File: src/rtl/matrix_pkg.sv
// matrix_pkg
//   Shared constants and the glyph ROM for the dot-matrix row scanner.
//   glyph_row(code, row) returns the MATRIX_COLS-bit column pattern for one
//   row of one glyph; bit MATRIX_COLS-1 is the leftmost column, row 0 is the
//   top row. Codes or rows not listed in the table return all zeros.
package matrix_pkg;

    localparam int MATRIX_ROWS = 7;
    localparam int MATRIX_COLS = 5;

    function automatic logic [MATRIX_COLS-1:0] glyph_row(
        input logic [7:0] code,
        input logic [7:0] row
    );
        logic [MATRIX_COLS-1:0] pat;
        pat = '0;
        case (code)
            8'd0: case (row)
                8'd0: pat = 5'b01110;
                8'd1: pat = 5'b10001;
                8'd2: pat = 5'b10011;
                8'd3: pat = 5'b10101;
                8'd4: pat = 5'b11000;
                8'd5: pat = 5'b10001;
                8'd6: pat = 5'b01110;
                default: pat = '0;
            endcase
            8'd1: case (row)
                8'd0: pat = 5'b00100;
                8'd1: pat = 5'b01100;
                8'd2: pat = 5'b00100;
                8'd3: pat = 5'b00100;
                8'd4: pat = 5'b10111;
                8'd5: pat = 5'b00100;
                8'd6: pat = 5'b01110;
                default: pat = '0;
            endcase
            8'd2: case (row)
                8'd0: pat = 5'b01110;
                8'd1: pat = 5'b10001;
                8'd2: pat = 5'b00001;
                8'd3: pat = 5'b00010;
                8'd4: pat = 5'b11100;
                8'd5: pat = 5'b01000;
                8'd6: pat = 5'b11111;
                default: pat = '0;
            endcase
            8'd3: case (row)
                8'd0: pat = 5'b11111;
                8'd1: pat = 5'b00010;
                8'd2: pat = 5'b00100;
                8'd3: pat = 5'b00010;
                8'd4: pat = 5'b11111;
                8'd5: pat = 5'b10001;
                8'd6: pat = 5'b01110;
                default: pat = '0;
            endcase
            default: pat = '0;
        endcase
        return pat;
    endfunction

endpackage

File: src/rtl/matrix_row_scanner_scan_timer.sv
// scan_timer
//   Dwell and row counters for the matrix scanner. Each enabled cycle the
//   dwell counter advances 0..DWELL-1; on its wrap the row index advances
//   0..ROWS-1 and wraps.
//   Ports:
//     clk, reset   clock, synchronous active-high reset
//     en           advance counters this cycle
//     row_idx      current row index
//     frame_first  counters sit at row 0, dwell 0 (first cycle of a frame)
//     boundary     this enabled cycle wraps row ROWS-1 back to row 0
module scan_timer #(
    parameter int ROWS  = 7,
    parameter int DWELL = 4
) (
    input  logic                     clk,
    input  logic                     reset,
    input  logic                     en,
    output logic [$clog2(ROWS)-1:0]  row_idx,
    output logic                     frame_first,
    output logic                     boundary
);

    localparam int RW = $clog2(ROWS);
    localparam int DW = (DWELL > 1) ? $clog2(DWELL) : 1;

    logic [RW-1:0] row_q, row_d;
    logic [DW-1:0] dwell_q, dwell_d;
    logic          dwell_last;
    logic          row_last;

    assign dwell_last  = (dwell_q == DW'(DWELL - 1));
    assign row_last    = (row_q == RW'(ROWS - 1));
    assign boundary    = en && dwell_last && row_last;
    assign frame_first = (row_q == '0) && (dwell_q == '0);
    assign row_idx     = row_q;

    always_comb begin
        row_d   = row_q;
        dwell_d = dwell_q;
        if (en) begin
            if (dwell_last) begin
                dwell_d = '0;
                row_d   = row_last ? '0 : row_q + RW'(1);
            end else begin
                dwell_d = dwell_q + DW'(1);
            end
        end
    end

    always_ff @(posedge clk) begin
        if (reset) begin
            row_q   <= '0;
            dwell_q <= '0;
        end else begin
            row_q   <= row_d;
            dwell_q <= dwell_d;
        end
    end

endmodule

File: src/rtl/matrix_row_scanner.sv
// matrix_row_scanner
//   Time-multiplexed driver for one dot-matrix glyph. Steps an active-low
//   one-hot row strobe across ROWS rows, DWELL cycles per row, and drives the
//   active row's column pattern from the glyph ROM. New glyph codes wait in a
//   pending register and take effect at the next frame boundary so a frame is
//   never drawn with two glyphs.
//   Ports:
//     clk, reset   clock, synchronous active-high reset
//     en           scan enable; 0 freezes counters and outputs
//     blank        force columns to the off pattern (rows keep scanning)
//     code_in      requested glyph code
//     code_load    strobe capturing code_in into the pending register
//     row_n        one-hot active-low row strobe (registered)
//     cols         column pattern of the active row (registered)
//     frame_start  one-cycle pulse when row 0 becomes active (registered)
//     pending      a loaded code awaits the next frame boundary
module matrix_row_scanner
    import matrix_pkg::*;
#(
    parameter int ROWS    = MATRIX_ROWS,
    parameter int COLS    = MATRIX_COLS,
    parameter int CODE_W  = 2,
    parameter int DWELL   = 4,
    parameter int COL_INV = 0
) (
    input  logic              clk,
    input  logic              reset,
    input  logic              en,
    input  logic              blank,
    input  logic [CODE_W-1:0] code_in,
    input  logic              code_load,
    output logic [ROWS-1:0]   row_n,
    output logic [COLS-1:0]   cols,
    output logic              frame_start,
    output logic              pending
);

    localparam int RW = $clog2(ROWS);
    localparam logic [COLS-1:0] COLS_OFF = (COL_INV != 0) ? '1 : '0;

    logic [RW-1:0]     row_idx;
    logic              frame_first;
    logic              boundary;

    logic [CODE_W-1:0] code_act_q,  code_act_d;
    logic [CODE_W-1:0] code_pend_q, code_pend_d;
    logic              pending_q,   pending_d;
    logic [ROWS-1:0]   row_n_q,     row_n_d;
    logic [COLS-1:0]   cols_q,      cols_d;
    logic              frame_start_q, frame_start_d;
    logic [COLS-1:0]   rom_pat;
    logic [COLS-1:0]   lit_pat;

    scan_timer #(
        .ROWS  (ROWS),
        .DWELL (DWELL)
    ) u_scan_timer (
        .clk         (clk),
        .reset       (reset),
        .en          (en),
        .row_idx     (row_idx),
        .frame_first (frame_first),
        .boundary    (boundary)
    );

    always_comb begin
        rom_pat = COLS'(glyph_row(8'(code_act_q), 8'(row_idx)));
        lit_pat = blank ? '0 : rom_pat;
        if (COL_INV != 0) begin
            lit_pat = ~lit_pat;
        end
    end

    // Handoff swaps first, then a load is captured: a load landing on the
    // boundary cycle therefore stays pending until the following boundary.
    always_comb begin
        code_act_d  = code_act_q;
        code_pend_d = code_pend_q;
        pending_d   = pending_q;
        if (boundary && pending_q) begin
            code_act_d = code_pend_q;
            pending_d  = 1'b0;
        end
        if (code_load) begin
            code_pend_d = code_in;
            pending_d   = 1'b1;
        end
    end

    always_comb begin
        row_n_d       = row_n_q;
        cols_d        = cols_q;
        frame_start_d = 1'b0;
        if (en) begin
            row_n_d       = ~(ROWS'(1) << row_idx);
            cols_d        = lit_pat;
            frame_start_d = frame_first;
        end
    end

    always_ff @(posedge clk) begin
        if (reset) begin
            code_act_q    <= '0;
            code_pend_q   <= '0;
            pending_q     <= 1'b0;
            row_n_q       <= '1;
            cols_q        <= COLS_OFF;
            frame_start_q <= 1'b0;
        end else begin
            code_act_q    <= code_act_d;
            code_pend_q   <= code_pend_d;
            pending_q     <= pending_d;
            row_n_q       <= row_n_d;
            cols_q        <= cols_d;
            frame_start_q <= frame_start_d;
        end
    end

    assign row_n       = row_n_q;
    assign cols        = cols_q;
    assign frame_start = frame_start_q;
    assign pending     = pending_q;

endmodule

File: config.mk
export PLATFORM = sky130hd
export DESIGN_NAME = matrix_row_scanner
export DESIGN_NICKNAME = d
export VERILOG_FILES = /design/src/rtl/matrix_pkg.sv /design/src/rtl/matrix_row_scanner_scan_timer.sv /design/src/rtl/matrix_row_scanner.sv
export SDC_FILE = /design/constraint.sdc
export NUM_CORES = 1
export LEC_CHECK = 0
export ABC_AREA = 1
export ABC_CLOCK_PERIOD_IN_PS = 1830
export CORE_MARGIN = 2
export CORE_UTILIZATION = 47
export DETAILED_ROUTE_END_ITERATION = 10
export PLACE_DENSITY = 0.78
export SYNTH_ARGS = -nofsm -noshare
export SYNTH_HDL_FRONTEND = slang
export SYNTH_SLANG_ARGS = --single-unit
File: constraint.sdc
create_clock -name clk -period 1.83 [get_ports clk]
set_clock_uncertainty 0.1 [all_clocks]
set_input_delay 0.366 -clock clk [delete_from_list [all_inputs] [get_ports clk]]
set_output_delay 0.366 -clock clk [all_outputs]
set_load 0.02 [all_outputs]
---- Yosys cells after proc, flatten, opt, wreduce, memory -nomap -nowiden ----
Cells that the tools add are included.
cells by class
  shift-type cells ........................ 1
  equal/unequal tests ..................... 10
  reductions and logical operators ........ 15
  muxes and demuxes ....................... 10
  bitwise gates (word level) .............. 2
  $add $sub $neg .......................... 2
operators with widths
  operator             count
  $pmux 5 s5           2
  $pmux 5 s4           2
  $pmux 5 s7           1
  $reduce_or 2->1      5
  $eq 3x3->1 const B   3
  $not 7->7            1
  $shl 1x3->7 const A  1
  $eq 2x2->1 const B   3
  $eq 3x2->1 const B   2
  $mux 5               1
  $logic_and 1x1->1    4
  $logic_not 2->1      2
  $reduce_or 4->1      1
  $add 3x1->3 const B  1
  $eq 3x1->1 const B   1
  $logic_not 3->1      1
  $mux 3               1
  $add 2x1->2 const B  1
  $eq 2x1->1 const B   1
  $mux 1               2
  $mux 2               1
  $reduce_and 2->1     1
  $reduce_bool 2->1    1
  $not 1->1            1
storage, ports and cells
  word-level logic and storage cells ...... 48
  input port bits ......................... 7
  output and inout bits ................... 14
  bits in registers ....................... 23

---- Longest topological paths before layout ----
  depth in word-level cells ............... 6
  gate-level depth with buffers ........... 10
  mapped depth without buffers ............ 9

---- Cells and area by module ----
From an unflattened synthesis, not the netlist that was laid out.
second synthesis, totals
  cell total of the unflattened synthesis .. 176
  area, all modules ....................... 1167.4 um^2
by module, submodules not included
  module              area an instance (um^2)  sequential area each (um^2)  times used  cells each
  matrix_row_scanner  900.9                    360.3                        1           135
  scan_timer          266.5                    100.1                        1           41

---- Worst setup path before layout ----
OpenSTA, ideal clock, no wires.
  path type ............................... register to register
  start ................................... register u_scan_timer.row_q[1] (netlist: u_scan_timer.row_idx[1])
  end ..................................... register cols_q[4] (netlist: cols[4])
  setup time .............................. 0.068 ns
  path slack .............................. 0.434 ns
  required time ........................... 1.662 ns
  arrival time ............................ 1.227 ns
  stages on the path, launching flop included .. 11
  period minus slack after synthesis ...... 1.396 ns
  path buffers ............................ 1
  cell sequence ........................... dfxtp_1 > buf_6 > nand2_2 > inv_2 > ha_1 > inv_1 > nand3_1 > nand3_1 > a21oi_1 > nand2_1 > a21oi_2
on the way
  cells in the longest elaborated chain, start to end .. 5
ends and longest elaborated chain
  item                                                                 RTL line                             text
  start: declaration                                                   matrix_row_scanner_scan_timer.sv:26  logic [RW-1:0] row_q, row_d;
  start signal: assignment                                             matrix_row_scanner_scan_timer.sv:55  row_q <= row_d;
  $eq 3x3->1 (tied with other cells)                                   n/a
  $reduce_or 4->1 (no source line) or $reduce_or 2->1 (tied branches)  n/a
  $pmux 5 s4 (tied with other cells)                                   matrix_pkg.sv:28                     8'd1: case (row)
  $pmux 5 s4 (*)                                                       matrix_pkg.sv:17                     case (code)
  $mux 5 (*)                                                           matrix_row_scanner.sv:68             lit_pat = blank ? '0 : rom_pat;
  end signal: assignment                                               matrix_row_scanner.sv:114            cols_q <= cols_d;
  end: declaration                                                     matrix_row_scanner.sv:49             logic [COLS-1:0] cols_q, cols_d;
Mark *: on every way between the ends. The rest lies on a longest branch, timed or not.
A chain may end at the register's enable or synchronous reset.

---- Final worst setup path ----
  start ................................... register row_n_q[2] (netlist: row_n[2])
  end ..................................... output row_n[2]
RTL lines
  item                      RTL line                   text
  start: declaration        matrix_row_scanner.sv:48   logic [ROWS-1:0] row_n_q, row_n_d;
  start signal: assignment  matrix_row_scanner.sv:113  row_n_q <= row_n_d;
  end: declaration          matrix_row_scanner.sv:32   output logic [ROWS-1:0] row_n,
No word-level cell between the ends.

==> parameters.txt <==
Parameter                              Value

Worst setup path
  Critical Path Max Stage Delay    0.64 ns
  Slack of the worst reg-to-reg path    0.39 ns
  Instance count on the critical path    1
  Classification of the worst setup path    register to primary output
  Number of buffer and inverter stages on the critical path    1
  End of the worst register-to-register path    cols[4]
  Startpoint Class    register
  Endpoint of the most critical setup path    row_n[2]
  Crit path cell chain    clkdlybuf4s50_1
  Required time of the critical path    1.36 ns
  Worst setup startpoint    row_n[2]
  Number of cells traversed by the worst register-to-register path    9
  Largest delay contributor family on the critical path    buffers and inverters
  Data arrival, critical path    1.31 ns
  Crit path max fanout    2
  Element type at the critical path end    primary output
  Launching point of the worst reg2reg path    u_scan_timer.row_idx[1]
  Slowest cell on the critical path    clkdlybuf4s50_1

STA
  Period minus WS final    1.780 ns
  Max-slew violations    0
  Fmax    0.5617 GHz
  Relative max-transition margin    79.66%
  Total negative setup slack    0 ns
  Setup slack of the critical path after layout    0.04967 ns
  Post-route clock period utilization    97.29%
  Final hold violation count    0
  Pin slew with the least headroom to its limit    0.3047 ns
  Unrepaired setup endpoints after global routing    false
  Number of setup violations in the final report    0

Job
  Max-capacitance violation count    0

Power
  Overall power after layout    0.0009082 W
  Worst VDD drop    412.2 uV
  Leakage component of the power    0.5903 nW
  Cell area power density    630.6 nW/um^2

Route
  Detailed-routing wirelength on met1    1265 um
  Amount of wire on met2 after detailed routing    1256 um
  Post-DR vias/cell    5.143
  Routed length per instance    12.09 um
  First-iteration detailed-routing DRC count    27
  Number of remaining DRC errors    0
  Total Routed Length    2623 um
  Residual antenna-violating net count after detailed routing    0
  Via count    1116
  Highest routing layer actually used    met4
  Met3 wire length    80 um
  First drt pass iteration count    4

Clock network
  Number of buffers inserted during clock tree synthesis    3
  Number of buffers inserted by post-CTS setup repair    0
  Number of levels in the clock H-tree    1
  Clock latency of the later-clocked register in the worst-skew pair    0.31 ns
  Clock tree from TritonCTS    yes
  CTS root buffer    clkbuf_4
  Number of hold-repair buffers added at the cts stage    0
  Clock Sink Count    23
  Buffer levels on the longest clock path    2
  Number of cells upsized or downsized after cts    0
  Reg clk slew, reported paths    0.13 ns

Logic synthesis
  Post-synthesis area per instance    7.233 um^2
  Sequential-to-total area share from yosys stat    38.82%
  Synth area leader    dfxtp_1
  Flip-flop cell with the highest count after synthesis    dfxtp_1
  Most frequent cell after synthesis    nand2_1
  Yosys Warn Count    0
  Share of synthesized flip-flops with an asynchronous set or reset    0%
  Post-synthesis instance total    164
  Top post-synthesis cells by area    dfxtp_1 39%, nand2_1 10%, a21oi_1 5.9%
  Count of flip-flops with a built-in enable after synthesis    0
  Net count after synthesis    174
  Cell area after technology mapping    1186 um^2
  Number of storage elements in the synthesis netlist    23
  Netlist cell types    25
  Area share of the largest cell type after synthesis    38.82%
  Synth top cells by count    32 x nand2_1, 23 x dfxtp_1, 15 x nor2_1

Finish
  Number of nets in the layout    198
  Share of layout cells above drive strength 1    14.97%
  Area growth syn-to-layout    21.41%
  Diodes inserted    0

Hold path
  Class of the tightest hold or removal check    register to register

Floorplanning
  Die footprint    2941 um^2
  Width of the die    54.24 um
  I/O pin count    21
  Initial core utilization    48.77%
  Die boundary height    54.24 um
  Number of rows in the core area    18
  Core region area    2432 um^2

Global route
  GRT Residual Overflow    0
  Initial antenna violation count    0
  Vias in the first global route    1008
  Global-route usage over all layers    20.29%
  First-pass GRT wire length    4319 um
  Maximum number of pins on one net before global-route repair    17

Placed design
  Worst slack after detailed placement    0.1471 ns
  Detailed Place HPWL    2092 um
  Final GP Congestion    0.9399
  Quantity of I/O buffers inserted on ports    20

Run status
  Outcome    complete, no violations
state kept, by name, indices dropped and copies added, names as in the netlist:
name	cells
row_n	7
pending	1
code_act_q	2
u_scan_timer.row_idx	3
code_pend_q	2
cols	5
u_scan_timer.dwell_q	2
frame_start	1
where the power goes:
group          total [W]  leakage [nW]  internal, W  switching (W)
Sequential      0.000536         0.189     0.000523      0.0000123
Clock           0.000236        0.0150    0.0000848       0.000151
Combinational   0.000137         0.386    0.0000628      0.0000739
Total           0.000908         0.590     0.000671       0.000237
cells in the final DEF, fill, tap and decap left out, types with 2 or more instances in the layout:
cell / instances
a21oi_1: 14
a21oi_2: 3
buf_4: 6
clkbuf_4: 3
clkdlybuf4s50_1: 20
dfxtp_1: 23
ha_1: 3
inv_1: 13
inv_2: 4
nand2_1: 32
nand2_2: 4
nand3_1: 13
nand4_1: 5
nor2_1: 15
nor2_2: 4
nor3_1: 2
o21ai_0: 12
o21ai_1: 4
final cells by class:
cell class	count	area (um^2)
Sequential cell	23	460.4
Multi-Input combinational cell	116	600.6
Clock buffer	4	26.28
Timing Repair Buffer	26	245.2
Fill cell	240	992.2
Tap cell	30	37.54
Inverter	18	70.07
how the worst min path moves through the flow:
stage                       startpoint                      end  slack (ns)  cells past startpoint
3_5_place_dp                  row_n[0]                 row_n[0]        0.36                      2
4_1_cts                       row_n[0]                 row_n[0]        0.39                      2
3_3_place_gp                  row_n[0]                 row_n[0]        0.35                      2
2_1_floorplan  u_scan_timer.dwell_q[1]  u_scan_timer.dwell_q[1]        0.35                      2
6_report                      row_n[0]                 row_n[0]        0.39                      2
5_1_grt                        cols[1]                  cols[1]        0.41                      2
stage by stage:
stage | hold slack [ns] | utilization (%) | instance area, um^2 | std cells
6_report | 0.3869 | 59.21 | 1440 | 217
2_1_floorplan | 0.3549 | - | 1186 | 164
3_5_place_dp | 0.3591 | 58.13 | 1414 | 213
5_1_grt | 0.4145 | 59.21 | 1440 | 217
3_3_place_gp | 0.3531 | 58.13 | 1414 | 213
4_1_cts | 0.3882 | 59.21 | 1440 | 217
per-layer routing:
metal | global-route usage [%] | up-vias
li1 | - | 591
met1 | 25.63 | 504
met2 | 36.35 | 19
met3 | 3.279 | 2
met4 | 3.750 | 0
met5 | 0 | -
kinds of logic (layout without fill, tap and decap cells):
kind of cell / count (synthesis) / count (layout) / synth area share (%)
simple gates: 78 / 78 / 31.33
compound gates: 35 / 35 / 16.14
buf+inv: 25 / 48 / 10.55
flops: 23 / 23 / 38.82
fa+ha+maj: 3 / 3 / 3.165
No activity file was read; power rests on OpenSTA's default activity.
